$ cat config.mk
export PLATFORM = sky130hd
export DESIGN_NAME = audio_sample_player
export DESIGN_NICKNAME = d
export VERILOG_FILES = /design/src/rtl/audio_sample_player.sv
export SDC_FILE = /design/constraint.sdc
export NUM_CORES = 1
export LEC_CHECK = 0
export BUFFER_PORTS_ARGS = -buffer_cell sky130_fd_sc_hd__buf_2
export CAP_MARGIN = 10
export CORE_MARGIN = 2
export CORE_UTILIZATION = 25
export CTS_CLUSTER_SIZE = 8
export DETAILED_ROUTE_END_ITERATION = 8
export GPL_TIMING_DRIVEN = 0
export PLACE_DENSITY = 0.54
export RECOVER_POWER = 50
export SLEW_MARGIN = 20
export SYNTH_ARGS = -nofsm -noshare
export SYNTH_HDL_FRONTEND = slang
export SYNTH_SLANG_ARGS = --single-unit
$ cat constraint.sdc
create_clock -name Clk -period 4.4 [get_ports Clk]
set_clock_uncertainty 0.1 [all_clocks]
set_input_delay 0.22 -clock Clk [delete_from_list [all_inputs] [get_ports Clk]]
set_output_delay 0.22 -clock Clk [all_outputs]
set_load 0.03 [all_outputs]
$ cat src/rtl/audio_sample_player.sv
// Purpose : mono PCM clip player; ROM samples out as I2S to a codec that masters bclk/lrclk.
// Latency : 3-4 Clk from a codec bclk fall to the sdata update (2-flop sync + edge flop + output reg).
// Backpressure: none; all progress is paced by codec clock edges, which freeze everything when absent.
//
// Ports:
//   Clk        system clock; all logic is synchronous to it
//   Reset_n    asynchronous active-low reset
//   play       level request, sampled only at left-frame boundaries
//   bclk       codec bit clock (async to Clk)
//   lrclk      codec word clock (async to Clk), low = left channel
//   rom_q      ROM read data, valid 1 Clk after rom_addr changes
//   rom_addr   ROM address of the next sample to consume
//   sdata      I2S serial data to the codec
//   busy       high while a clip is playing
//   clip_done  one-Clk pulse when the last sample of a clip is consumed
module audio_sample_player #(
  parameter int SAMPLE_LEN = 15800,
  parameter int ADDR_W     = 14,
  parameter int SAMPLE_W   = 8
) (
  input  logic                Clk,
  input  logic                Reset_n,
  input  logic                play,
  input  logic                bclk,
  input  logic                lrclk,
  input  logic [SAMPLE_W-1:0] rom_q,
  output logic [ADDR_W-1:0]   rom_addr,
  output logic                sdata,
  output logic                busy,
  output logic                clip_done
);

  localparam int                  SLOT_W    = 32;
  localparam logic [ADDR_W-1:0]   ADDR_LAST = ADDR_W'(SAMPLE_LEN - 1);
  // Unsigned mid-scale: silence in unsigned PCM, and the XOR mask that turns
  // unsigned into two's complement.
  localparam logic [SAMPLE_W-1:0] MID       = {1'b1, {(SAMPLE_W-1){1'b0}}};

  typedef enum logic {
    IDLE,
    PLAY
  } state_e;

  // --------------------------------------------------------------------------
  // Codec clock synchronizers: [0],[1] resolve metastability, [2] is the
  // previous synchronized value used for edge detection.
  // --------------------------------------------------------------------------
  logic [2:0] bclk_sync_q;
  logic [2:0] lrclk_sync_q;

  always_ff @(posedge Clk or negedge Reset_n) begin
    if (!Reset_n) begin
      bclk_sync_q  <= 3'b000;
      lrclk_sync_q <= 3'b000;
    end else begin
      bclk_sync_q  <= {bclk_sync_q[1:0], bclk};
      lrclk_sync_q <= {lrclk_sync_q[1:0], lrclk};
    end
  end

  logic bfall;
  logic lredge;
  logic lfall;

  assign bfall  = bclk_sync_q[2] & ~bclk_sync_q[1];
  assign lredge = lrclk_sync_q[2] ^ lrclk_sync_q[1];
  assign lfall  = lrclk_sync_q[2] & ~lrclk_sync_q[1];

  // --------------------------------------------------------------------------
  // Playback FSM. Next-state values are formed combinationally so the slot
  // loader below can see the sample chosen at the same left-frame boundary.
  // --------------------------------------------------------------------------
  state_e                state_q,      state_d;
  logic [ADDR_W-1:0]     rom_addr_q,   rom_addr_d;
  logic [SAMPLE_W-1:0]   cur_sample_q, cur_sample_d;
  logic                  busy_q,       busy_d;
  logic                  clip_done_q,  clip_done_d;

  always_comb begin
    state_d      = state_q;
    rom_addr_d   = rom_addr_q;
    cur_sample_d = cur_sample_q;
    clip_done_d  = 1'b0;

    if (lfall) begin
      unique case (state_q)
        IDLE: begin
          // Starting a clip leaves the sample alone, so the first frame of a
          // clip is silence while ROM word 0 is already on rom_q.
          if (play) begin
            state_d = PLAY;
          end else begin
            cur_sample_d = MID;
          end
        end
        PLAY: begin
          cur_sample_d = rom_q;
          if (rom_addr_q == ADDR_LAST) begin
            clip_done_d = 1'b1;
            rom_addr_d  = '0;
            // play is only consulted here, so a mid-clip release still
            // lets the clip finish; holding it retriggers gaplessly.
            if (!play) begin
              state_d = IDLE;
            end
          end else begin
            rom_addr_d = rom_addr_q + ADDR_W'(1);
          end
        end
        default: state_d = IDLE;
      endcase
    end

    busy_d = (state_d == PLAY);
  end

  always_ff @(posedge Clk or negedge Reset_n) begin
    if (!Reset_n) begin
      state_q      <= IDLE;
      rom_addr_q   <= '0;
      cur_sample_q <= MID;
      busy_q       <= 1'b0;
      clip_done_q  <= 1'b0;
    end else begin
      state_q      <= state_d;
      rom_addr_q   <= rom_addr_d;
      cur_sample_q <= cur_sample_d;
      busy_q       <= busy_d;
      clip_done_q  <= clip_done_d;
    end
  end

  // --------------------------------------------------------------------------
  // I2S serializer. The slot is loaded on the bclk fall that carries the
  // lrclk change and sdata is held for that bit, which places the MSB one
  // bclk after the word-clock edge. Both channels get the same sample.
  // --------------------------------------------------------------------------
  logic [SLOT_W-1:0] shift_q, shift_d;
  logic              sdata_q, sdata_d;
  logic [SLOT_W-1:0] slot_word;

  assign slot_word = {cur_sample_d ^ MID, {(SLOT_W-SAMPLE_W){1'b0}}};

  always_comb begin
    shift_d = shift_q;
    sdata_d = sdata_q;
    if (bfall) begin
      if (lredge) begin
        shift_d = slot_word;
      end else begin
        sdata_d = shift_q[SLOT_W-1];
        shift_d = {shift_q[SLOT_W-2:0], 1'b0};
      end
    end
  end

  always_ff @(posedge Clk or negedge Reset_n) begin
    if (!Reset_n) begin
      shift_q <= '0;
      sdata_q <= 1'b0;
    end else begin
      shift_q <= shift_d;
      sdata_q <= sdata_d;
    end
  end

  assign rom_addr  = rom_addr_q;
  assign sdata     = sdata_q;
  assign busy      = busy_q;
  assign clip_done = clip_done_q;

endmodule

==> results of run 1 <==
## power by group through the flow
stage               registers, W  logic (W)  clock network [W]
finish                  0.000464   0.000188           0.000248
detailed placement      0.000469   0.000195                  0
global route            0.000473   0.000213           0.000275
global placement        0.000469   0.000193                  0
CTS                     0.000463   0.000198           0.000258
floorplan               0.000504  0.0000913                  0
## registers in the layout (all words and copies together) (netlist names)
signal / cells
shift_q: 8
lrclk_sync_q: 3
busy: 1
sdata: 1
rom_addr: 14
cur_sample_q: 8
clip_done: 1
bclk_sync_q: 3
## cell families after synthesis
family          share of synthesized area, %
simple gates                            18.2
flops                                   56.1
compound gates                          15.7
buf+inv                                 3.09
xor+xnor                                3.52
fa+ha+maj                               2.16
mux                                     1.22
## worst paths after layout
check | start | endpoint | slack (ns) | cells after the start
max | Reset_n | rom_addr[7]$_DFFE_PN0P_ | 2.04 | 2
min | rom_q[1] | cur_sample_q[1]$_DFF_PN0_ | 0.08 | 2
max reg2reg | rom_addr[0]$_DFFE_PN0P_ | rom_addr[7]$_DFFE_PN0P_ | 2.41 | 6
min reg2reg | bclk_sync_q[0]$_DFF_PN0_ | bclk_sync_q[1]$_DFF_PN0_ | 0.25 | 0
max in group Clk | rom_addr[0]$_DFFE_PN0P_ | rom_addr[7]$_DFFE_PN0P_ | 2.41 | 6
min in group asynchronous | Reset_n | bclk_sync_q[2]$_DFF_PN0_ | 0.97 | 2
## routing by layer
layer | share of wire [%] | wire length [um]
met4 | 1.0 | 40
met1 | 52 | 2010
met2 | 43 | 1660
met5 | 0 | 0
met3 | 4.5 | 176
## through the flow
stage	setup WS (ns)	cells	hold WS (ns)	utilization, %	total power, W
global placement	2.42	272	0.230	29.4	0.000662
floorplan	2.49	163	-0.176	-	0.000595
finish	2.04	283	0.0838	30.9	0.000900
CTS	2.39	283	0.0739	31.2	0.000918
detailed placement	2.43	272	0.233	29.4	0.000664
global route	1.52	283	0.0710	30.9	0.000961
## layout make-up
type	instances	area (um^2)	share of cell area, %
timing repair buffer	32	153	7.32
clock buffer	7	86.3	4.14
tap	80	100	4.80
clock inverter	1	5.00	0.240
sequential	39	977	46.9
buffer	7	31.3	1.50
inverter	6	22.5	1.08
multi-input combinational	111	709	34.0
## cells in the final DEF (no fill, tap or decap), types with 4 or more instances in the layout
| master | Yosys | layout |
|---|---|---|
| dfrtp_1 | 38 | 38 |
| clkbuf_1 | 3 | 22 |
| nand2_1 | 18 | 18 |
| nor2_1 | 18 | 18 |
| buf_2 | 4 | 15 |
| a22o_1 | 9 | 9 |
| o31ai_1 | 8 | 8 |
| inv_1 | 6 | 6 |
| a221oi_1 | 6 | 6 |
| clkbuf_8 | 0 | 6 |
| nand3_1 | 5 | 5 |
| xnor2_1 | 4 | 4 |
==> flow_summary.json, run 1 <==
{
  "status": "complete, but fails checks",
  "violations": "max-capacitance violations, max-slew violations",
  "drv_cap": 1,
  "ys_ff_latch": 39,
  "yosys_warnings": 0,
  "path_cells": "dlygate4sd3_1, clkbuf_1",
  "worstMarginPinSlew_ns": 2.09,
  "diodes": 0,
  "min_path_type": "primary input to flip-flop",
  "path_class": "primary input to asynchronous set/reset pin",
  "grt_pass1_vias": 1379,
  "synth_common_cells": "dfrtp_1, nand2_1, nor2_1, a22o_1, o31ai_1",
  "place_hpwl_um": 2730,
  "cp_max_fo": 39,
  "ios": 30,
  "placed_cell_area_um2": 1990,
  "hold_viol_final": 0,
  "ys_async_sr_fraction_pct": 100,
  "initial_core_util_pct": 25.8,
  "fin_nets": 218,
  "grtUsageMet1_pct": 16.6,
  "cts_buffers": 5,
  "wirelength_um": 3880,
  "synth.most_common_cell": "dfrtp_1",
  "maxSlewHeadroom_pct": -39.0,
  "initialDrtViolationCount": 53,
  "drc_errors": 0,
  "syn_inst": 163,
  "hold_buffers": 3,
  "gp_congestion": 0.741,
  "areaGrowthSynthToFinish_pct": 19.8,
  "critPathMaxStageDelay_ns": 1.49,
  "rows": 30,
  "combinationalPowerShare_pct": 20.9,
  "port-buffer-count": 29,
  "stdcell_area_um2": 2080,
  "grt_usage_pct": 11.3,
  "dr.pass1.iters": 4,
  "syn_avg_cell_area_um2": 10.7,
  "sequentialPowerShare_pct": 51.6,
  "slew_viol_final": 40,
  "ys.flop_type": "dfrtp_1",
  "use_met2_pct": 16.0,
  "yosysSeqAreaShare_pct": 56.1,
  "crit_arrival_ns": 2.24,
  "ir_drop_mv": 0.133,
  "clk_pin_slew_worst_paths_ns": 0.08,
  "final_layout_size_suffix_gt1_share_pct": 14.8,
  "avgViaCountPerCell": 4.84,
  "met3_usage_pct": 3.03,
  "cp-start-kind": "primary input",
  "grt_antenna_before_repair": 0,
  "synth_cell_types": 39,
  "fill_cells": 742,
  "design.die.area_um2": 7640,
  "cts.sinks": 39,
  "p_leak_nw": 0.930,
  "setup_tns_ns": 0,
  "ctsLongestPathBuffers": 2,
  "clockPowerShare_pct": 27.6,
  "p_sw_w": 0.000296,
  "yosysTopAreaCellShare_pct": 54.6,
  "synth.net_count": 179,
  "busiest_layer": "met1",
  "ctsResizeCount": 0,
  "end_kind": "asynchronous set/reset pin",
  "clockRootBuffer": "clkbuf_8",
  "dr_total_vias": 1369,
  "core_um2": 6760,
  "dieWidth_um": 87.4,
  "critical_path.top_delay_family": "buffers and inverters",
  "netlist_area_um2": 1740,
  "htreeDepth": 2,
  "synthTopCellsByArea": "dfrtp_1, a22o_1, nand2_1",
  "final.min_clock_period_ns": 2.36,
  "intPower_w": 0.000604,
  "post_cts_buffers": 0,
  "synth_edf_count": 0,
  "cts_tree": "done",
  "fmax_mhz": 423,
  "slowest_stage": "clkbuf_1",
  "required_ns": 4.28,
  "drt-wirelength-per-cell_um": 13.7,
  "rsz0062_at_grt": "no",
  "synth_top_area_cell": "dfrtp_1",
  "power.density_nw_per_um2": 432,
  "setup_viol": 0,
  "grt_pass1_wl_um": 6780,
  "timing.final.crit_share_pct": 53.7,
  "detail-route-antenna-nets": 0,
  "switching_share_pct": 32.9,
  "path_buf_inv": 2,
  "grt_max_degree": 40,
  "globalRoute.totalOverflow": 0,
  "clk_latency_ns": 0.29,
  "die_height_um": 87.4
}
No activity file was read; power rests on OpenSTA's default activity.
==> run 2, diff against run 1 <==
--- a/config.mk
+++ b/config.mk
@@ -5,6 +5,7 @@
 export SDC_FILE = /design/constraint.sdc
 export NUM_CORES = 1
 export LEC_CHECK = 0
+export ABC_AREA = 1
 export BUFFER_PORTS_ARGS = -buffer_cell sky130_fd_sc_hd__buf_2
 export CAP_MARGIN = 10
 export CORE_MARGIN = 2
==> constraint.sdc (replaced) <==
create_clock -name Clk -period 2.4 [get_ports Clk]
set_clock_uncertainty 0.1 [all_clocks]
set_input_delay 0.12 -clock Clk [delete_from_list [all_inputs] [get_ports Clk]]
set_output_delay 0.12 -clock Clk [all_outputs]
set_load 0.03 [all_outputs]
==> flow_summary.json, run 2 <==
{
  "r2r_start": "lrclk_sync_q[1]$_DFF_PN0_",
  "fin_nets": 290,
  "synth_top_area_cell": "dfrtp_1",
  "p_total_w": 0.00169,
  "mostFrequentLayoutCell": "nand2_1",
  "path_class": "flip-flop to flip-flop",
  "grt_antenna_before_repair": 0,
  "ctsLongestPathBuffers": 2,
  "areaGrowthSynthToFinish_pct": 24.4,
  "largest_reg_flops": 14,
  "dr.pass1.iters": 4,
  "ff2ff_setup_slack_ns": 0.54,
  "gp_congestion": 0.878,
  "hold_buffers": 12,
  "avgViaCountPerCell": 4.31,
  "grt_usage_pct": 10.8,
  "cts.sinks": 39,
  "timing.final.crit_share_pct": 77.4,
  "cts_buffers": 5,
  "yosysTopAreaCellShare_pct": 49.6,
  "final.min_clock_period_ns": 1.86,
  "ir_drop_mv": 0.347,
  "ys_async_sr_fraction_pct": 100,
  "wirelength_um": 4190,
  "cts_tree": "done",
  "drt-wirelength-per-cell_um": 11.2,
  "synthTopCellsByArea": "dfrtp_1, nand2_1, inv_1",
  "maxSlewHeadroom_pct": 34.6,
  "drc_errors": 0,
  "r2r_end": "shift_q[24]$_DFFE_PN0N_",
  "rsz0062_at_grt": "no",
  "power.density_nw_per_um2": 708,
  "cp-start-kind": "flip-flop",
  "drv_cap": 0,
  "slew_viol_final": 0,
  "syn_inst": 226,
  "ys.flop_type": "dfrtp_1",
  "initialDrtViolationCount": 72,
  "cp-startpoint": "lrclk_sync_q[1]$_DFF_PN0_",
  "synth_cell_types": 24,
  "detail-route-antenna-nets": 0,
  "initial_core_util_pct": 26.1,
  "crit_arrival_ns": 1.98,
  "design.die.area_um2": 8380,
  "worstMarginPinSlew_ns": 0.982,
  "netlist_area_um2": 1920,
  "grt_pass1_wl_um": 7200,
  "grt_max_degree": 40,
  "port-buffer-count": 29,
  "synth.net_count": 242,
  "rows": 31,
  "ctsResizeCount": 0,
  "synth.most_common_cell": "nand2_1",
  "cp-endpoint": "shift_q[24]$_DFFE_PN0N_",
  "required_ns": 2.52,
  "diodes": 0,
  "min_path_type": "flip-flop to flip-flop",
  "clockRootBuffer": "clkbuf_8",
  "synth_edf_count": 0,
  "syn_avg_cell_area_um2": 8.48,
  "yosysSeqAreaShare_pct": 51.0,
  "globalRoute.totalOverflow": 0,
  "ios": 30,
  "dieWidth_um": 91.6,
  "clk_pin_slew_worst_paths_ns": 0.08,
  "fill_cells": 774,
  "final_cell_mix": "nand2_1, inv_1, dfrtp_1, nor2_1, nand3_1",
  "core_um2": 7330,
  "setup_tns_ns": 0,
  "post_cts_buffers": 0,
  "ys_ff_latch": 39,
  "hold_viol_final": 0,
  "clk_latency_ns": 0.30,
  "final_layout_size_suffix_gt1_share_pct": 14.2,
  "r2r_cells": 5,
  "dr_total_vias": 1612,
  "setup_viol": 0,
  "grt_pass1_vias": 1550,
  "htreeDepth": 2,
  "p_leak_nw": 1.17,
  "synth_common_cells": "nand2_1, inv_1, dfrtp_1, nor2_1, nand3_1",
  "place_hpwl_um": 2980,
  "fmax_mhz": 538,
  "hold_depth": 0,
  "status": "completed",
  "cp_max_fo": 8,
  "yosys_warnings": 0,
  "end_kind": "flip-flop",
  "die_height_um": 91.6
}
-- run 2: cell count changes after synthesis, sizes merged, moves of 8 or more --
| cell | previous run | this run |
|---|---|---|
| nand2 | 18 | 56 |
| inv | 6 | 42 |
| nand3 | 6 | 17 |
| o21ai | 4 | 14 |
| a22o | 9 | 0 |
| o22ai | 0 | 8 |
| o31ai | 8 | 0 |
-- run 2: worst min path at each step --
stage / endpoint / from
floorplan: bclk_sync_q[0]$_DFF_PN0_ / Reset_n
finish: bclk_sync_q[1]$_DFF_PN0_ / bclk_sync_q[0]$_DFF_PN0_
global route: lrclk_sync_q[1]$_DFF_PN0_ / lrclk_sync_q[0]$_DFF_PN0_
detailed placement: lrclk_sync_q[0]$_DFF_PN0_ / lrclk
global placement: bclk_sync_q[0]$_DFF_PN0_ / bclk
CTS: bclk_sync_q[1]$_DFF_PN0_ / bclk_sync_q[0]$_DFF_PN0_
-- run 2: per-layer routing --
| metal | wire [um] | global-route usage [%] | part of all wire [%] |
|---|---|---|---|
| met1 | 1960 | 13.8 | 47 |
| met2 | 1970 | 17.2 | 47 |
| met3 | 175 | 2.66 | 4.2 |
| met4 | 86 | 4.92 | 2.1 |
| met5 | 0 | 0 | 0 |
-- run 2: layout make-up --
| type | instances | area, um^2 | share of cell area [%] |
|---|---|---|---|
| clock buffer | 6 | 82.6 | 3.46 |
| clock inverter | 2 | 16.3 | 0.682 |
| tap | 99 | 124 | 5.19 |
| sequential | 39 | 977 | 41.0 |
| buffer | 2 | 18.8 | 0.787 |
| multi-input combinational | 143 | 761 | 31.9 |
| timing repair buffer | 41 | 245 | 10.3 |
| inverter | 42 | 160 | 6.72 |
-- run 2: report_power, final --
group / switching (W) / internal [W]
Combinational: 0.000275 / 0.000141
Clock: 0.000242 / 0.000234
Sequential: 0.0000525 / 0.000743
Total: 0.000570 / 0.00112
-- run 2: metrics by stage --
step | utilization [%] | std cells | setup WS [ns] | hold WS [ns] | instance area, um^2
5_1_grt | 32.5 | 374 | 0.376 | 0.269 | 2380
4_1_cts | 32.8 | 374 | 0.468 | 0.254 | 2400
3_5_place_dp | 29.8 | 354 | 0.511 | 0.130 | 2190
2_1_floorplan | - | 226 | 0.821 | -0.276 | 1920
6_report | 32.5 | 374 | 0.541 | 0.252 | 2380
3_3_place_gp | 29.8 | 354 | 0.542 | 0.128 | 2190
-- run 2: kinds of logic after synthesis --
logic type	synth area share (%)
AOI/OAI and AO/OA	11.6
xor gates and xnor gates	0.914
adders and majority gates	1.96
buffers and inverters	9.33
DFF	51.0
and+or+nand+nor	25.2
-- run 2: critical path, cell delays in order, from the launching register on --
cell and delay [ns]:
dfrtp_1 0.34, inv_1 0.04, ha_1 0.30, nor3_1 0.78, nand2_1 0.11, o21ai_0 0.10
==> run 3, diff against run 2 <==
--- a/config.mk
+++ b/config.mk
@@ -13,7 +13,7 @@
 export CTS_CLUSTER_SIZE = 8
 export DETAILED_ROUTE_END_ITERATION = 8
 export GPL_TIMING_DRIVEN = 0
-export PLACE_DENSITY = 0.54
+export PLACE_DENSITY = 0.55
 export RECOVER_POWER = 50
 export SLEW_MARGIN = 20
 export SYNTH_ARGS = -nofsm -noshare
==> constraint.sdc (replaced) <==
create_clock -name Clk -period 1.7 [get_ports Clk]
set_clock_uncertainty 0.1 [all_clocks]
set_input_delay 0.085 -clock Clk [delete_from_list [all_inputs] [get_ports Clk]]
set_output_delay 0.085 -clock Clk [all_outputs]
set_load 0.03 [all_outputs]
==> flow_summary.json, run 3 (synthesized netlist as in run 2, its figures left out) <==
{
  "grtUsageMet1_pct": 14.8,
  "cts.sinks": 39,
  "crit_arrival_ns": 1.61,
  "clockRootBuffer": "clkbuf_8",
  "critPathMaxStageDelay_ns": 0.43,
  "critical_path.top_delay_family": "simple AND/OR/NAND/NOR gates",
  "ff2ff_setup_slack_ns": 0.17,
  "globalRoute.totalOverflow": 0,
  "timing.final.crit_share_pct": 89.8,
  "p_sw_w": 0.000831,
  "place_hpwl_um": 3160,
  "clk_pin_slew_worst_paths_ns": 0.08,
  "mostFrequentLayoutCell": "nand2_1",
  "r2r_end": "rom_addr[12]$_DFFE_PN0P_",
  "dp.cells": 354,
  "ir_drop_mv": 0.487,
  "cp_max_fo": 6,
  "stdcell_area_um2": 2490,
  "ctsLongestPathBuffers": 2,
  "detail-route-antenna-nets": 0,
  "hold_start": "bclk_sync_q[0]$_DFF_PN0_",
  "required_ns": 1.78,
  "grt_pass1_vias": 1669,
  "areaGrowthSynthToFinish_pct": 30.2,
  "hold_ws_ns": 0.259,
  "clockPowerShare_pct": 32.4,
  "final_cell_mix": "nand2_1, inv_1, dfrtp_1, nor2_1, nand3_1",
  "fin_cells": 379,
  "gp_congestion": 0.852,
  "path_cells": "ha_1, nand2_1, nor2_4, buf_4, nand3_1, nand2_1, nand2_1, nand3_1, nand2_1",
  "dr_total_vias": 1624,
  "status": "completed",
  "p_leak_nw": 1.22,
  "design.die.area_um2": 8380,
  "rows": 31,
  "fin_util_pct": 34.0,
  "use_met2_pct": 18.4,
  "power.density_nw_per_um2": 1040,
  "maxSlewHeadroom_pct": 35.6,
  "initial_core_util_pct": 26.1,
  "dr.pass1.iters": 4,
  "die_height_um": 91.6,
  "dp_slack_ns": -0.111,
  "final_layout_size_suffix_gt1_share_pct": 17.1,
  "setup_viol": 0,
  "grt_max_degree": 40,
  "avgViaCountPerCell": 4.28,
  "initialDrtViolationCount": 57,
  "core_um2": 7330,
  "grt_usage_pct": 11.4,
  "r2r_cells": 9,
  "port-buffer-count": 29,
  "largest_reg_flops": 14,
  "diodes": 0,
  "path_buf_inv": 1,
  "placed_cell_area_um2": 2190,
  "combinationalPowerShare_pct": 24.3,
  "dieWidth_um": 91.6,
  "final.min_clock_period_ns": 1.53,
  "clk_latency_ns": 0.29,
  "ios": 30,
  "cts_buffers": 5,
  "r2r_start": "rom_addr[1]$_DFFE_PN0P_",
  "worst_slack_ns": 0.173,
  "end_kind": "flip-flop",
  "crit_path_frequent_cell": "nand2_1",
  "htreeDepth": 2,
  "min_path_type": "flip-flop to flip-flop",
  "grt_pass1_wl_um": 7720,
  "worstMarginPinSlew_ns": 0.966,
  "drt-wirelength-per-cell_um": 11.7,
  "drc_errors": 0,
  "cts_tree": "done",
  "busiest_layer": "met2",
  "slew_viol_final": 0,
  "sequentialPowerShare_pct": 43.2,
  "path_class": "flip-flop to flip-flop",
  "cp-start-kind": "flip-flop",
  "fin_nets": 295,
  "rsz0062_at_grt": "no",
  "grt_antenna_before_repair": 0,
  "fmax_mhz": 655,
  "intPower_w": 0.00176,
  "hold_depth": 0,
  "hold_viol_final": 0,
  "min_to": "bclk_sync_q[1]$_DFF_PN0_",
  "drv_cap": 0,
  "wirelength_um": 4420,
  "slowest_stage": "dfrtp_1",
  "met3_usage_pct": 2.74,
  "switching_share_pct": 32.1
}
==> run 3: cell types whose count changed in the layout (fill, tap and decap cells not counted), sizes merged <==
cell | before | now
bufinv | 0 | 1
clkinvlp | 1 | 0
buf | 14 | 20
clkbuf | 23 | 22
inv | 42 | 43
clkinv | 1 | 0
==> run 3: routing by layer <==
layer	share of wire, %	wire length (um)
met1	46	2020
met4	1.2	51
met5	0	0
met2	49	2140
met3	4.7	207
==> run 3: stage by stage <==
step,TNS [ns],power (W)
2_1_floorplan,0,0.00156
3_3_place_gp,-0.798,0.00172
3_5_place_dp,-0.807,0.00174
4_1_cts,0,0.00261
5_1_grt,0,0.00275
6_report,0,0.00259
==> run 3: what timing repair did <==
| action | 4_1_cts | 5_1_grt |
|---|---|---|
| setup buffers | 3 | 2 |
| setup endpoints to repair | 8 | 17 |
| hold endpoints to repair | 49 | 0 |
| pin swaps | 1 | 2 |
| gates resized for setup | 1 | 7 |
| hold buffers | 12 | 0 |
==> run 3: worst max-delay path by stage <==
stage	startpoint	to	cells past startpoint
2_1_floorplan	rom_addr[1]$_DFFE_PN0P_	rom_addr[6]$_DFFE_PN0P_	8
3_3_place_gp	lrclk_sync_q[1]$_DFF_PN0_	shift_q[31]$_DFFE_PN0N_	4
3_5_place_dp	lrclk_sync_q[1]$_DFF_PN0_	shift_q[31]$_DFFE_PN0N_	4
4_1_cts	lrclk_sync_q[1]$_DFF_PN0_	rom_addr[7]$_DFFE_PN0P_	7
5_1_grt	rom_addr[0]$_DFFE_PN0P_	rom_addr[13]$_DFFE_PN0P_	7
6_report	rom_addr[1]$_DFFE_PN0P_	rom_addr[12]$_DFFE_PN0P_	9
==> run 3: cell type report <==
type,count,area (um^2)
timing repair buffer,46,297
buffer,2,18.8
multi-input combinational,143,792
tap,99,124
clock inverter,2,38.8
sequential,39,977
clock buffer,6,82.6
fill,764,4840
inverter,42,165
==> run 3: power groups by stage <==
stage | sequential, W | combinational (W) | clock (W)
finish | 0.00112 | 0.000630 | 0.000840
global route | 0.00114 | 0.000706 | 0.000902
CTS | 0.00112 | 0.000632 | 0.000861
detailed placement | 0.00114 | 0.000596 | 0
global placement | 0.00114 | 0.000583 | 0
floorplan | 0.00124 | 0.000323 | 0
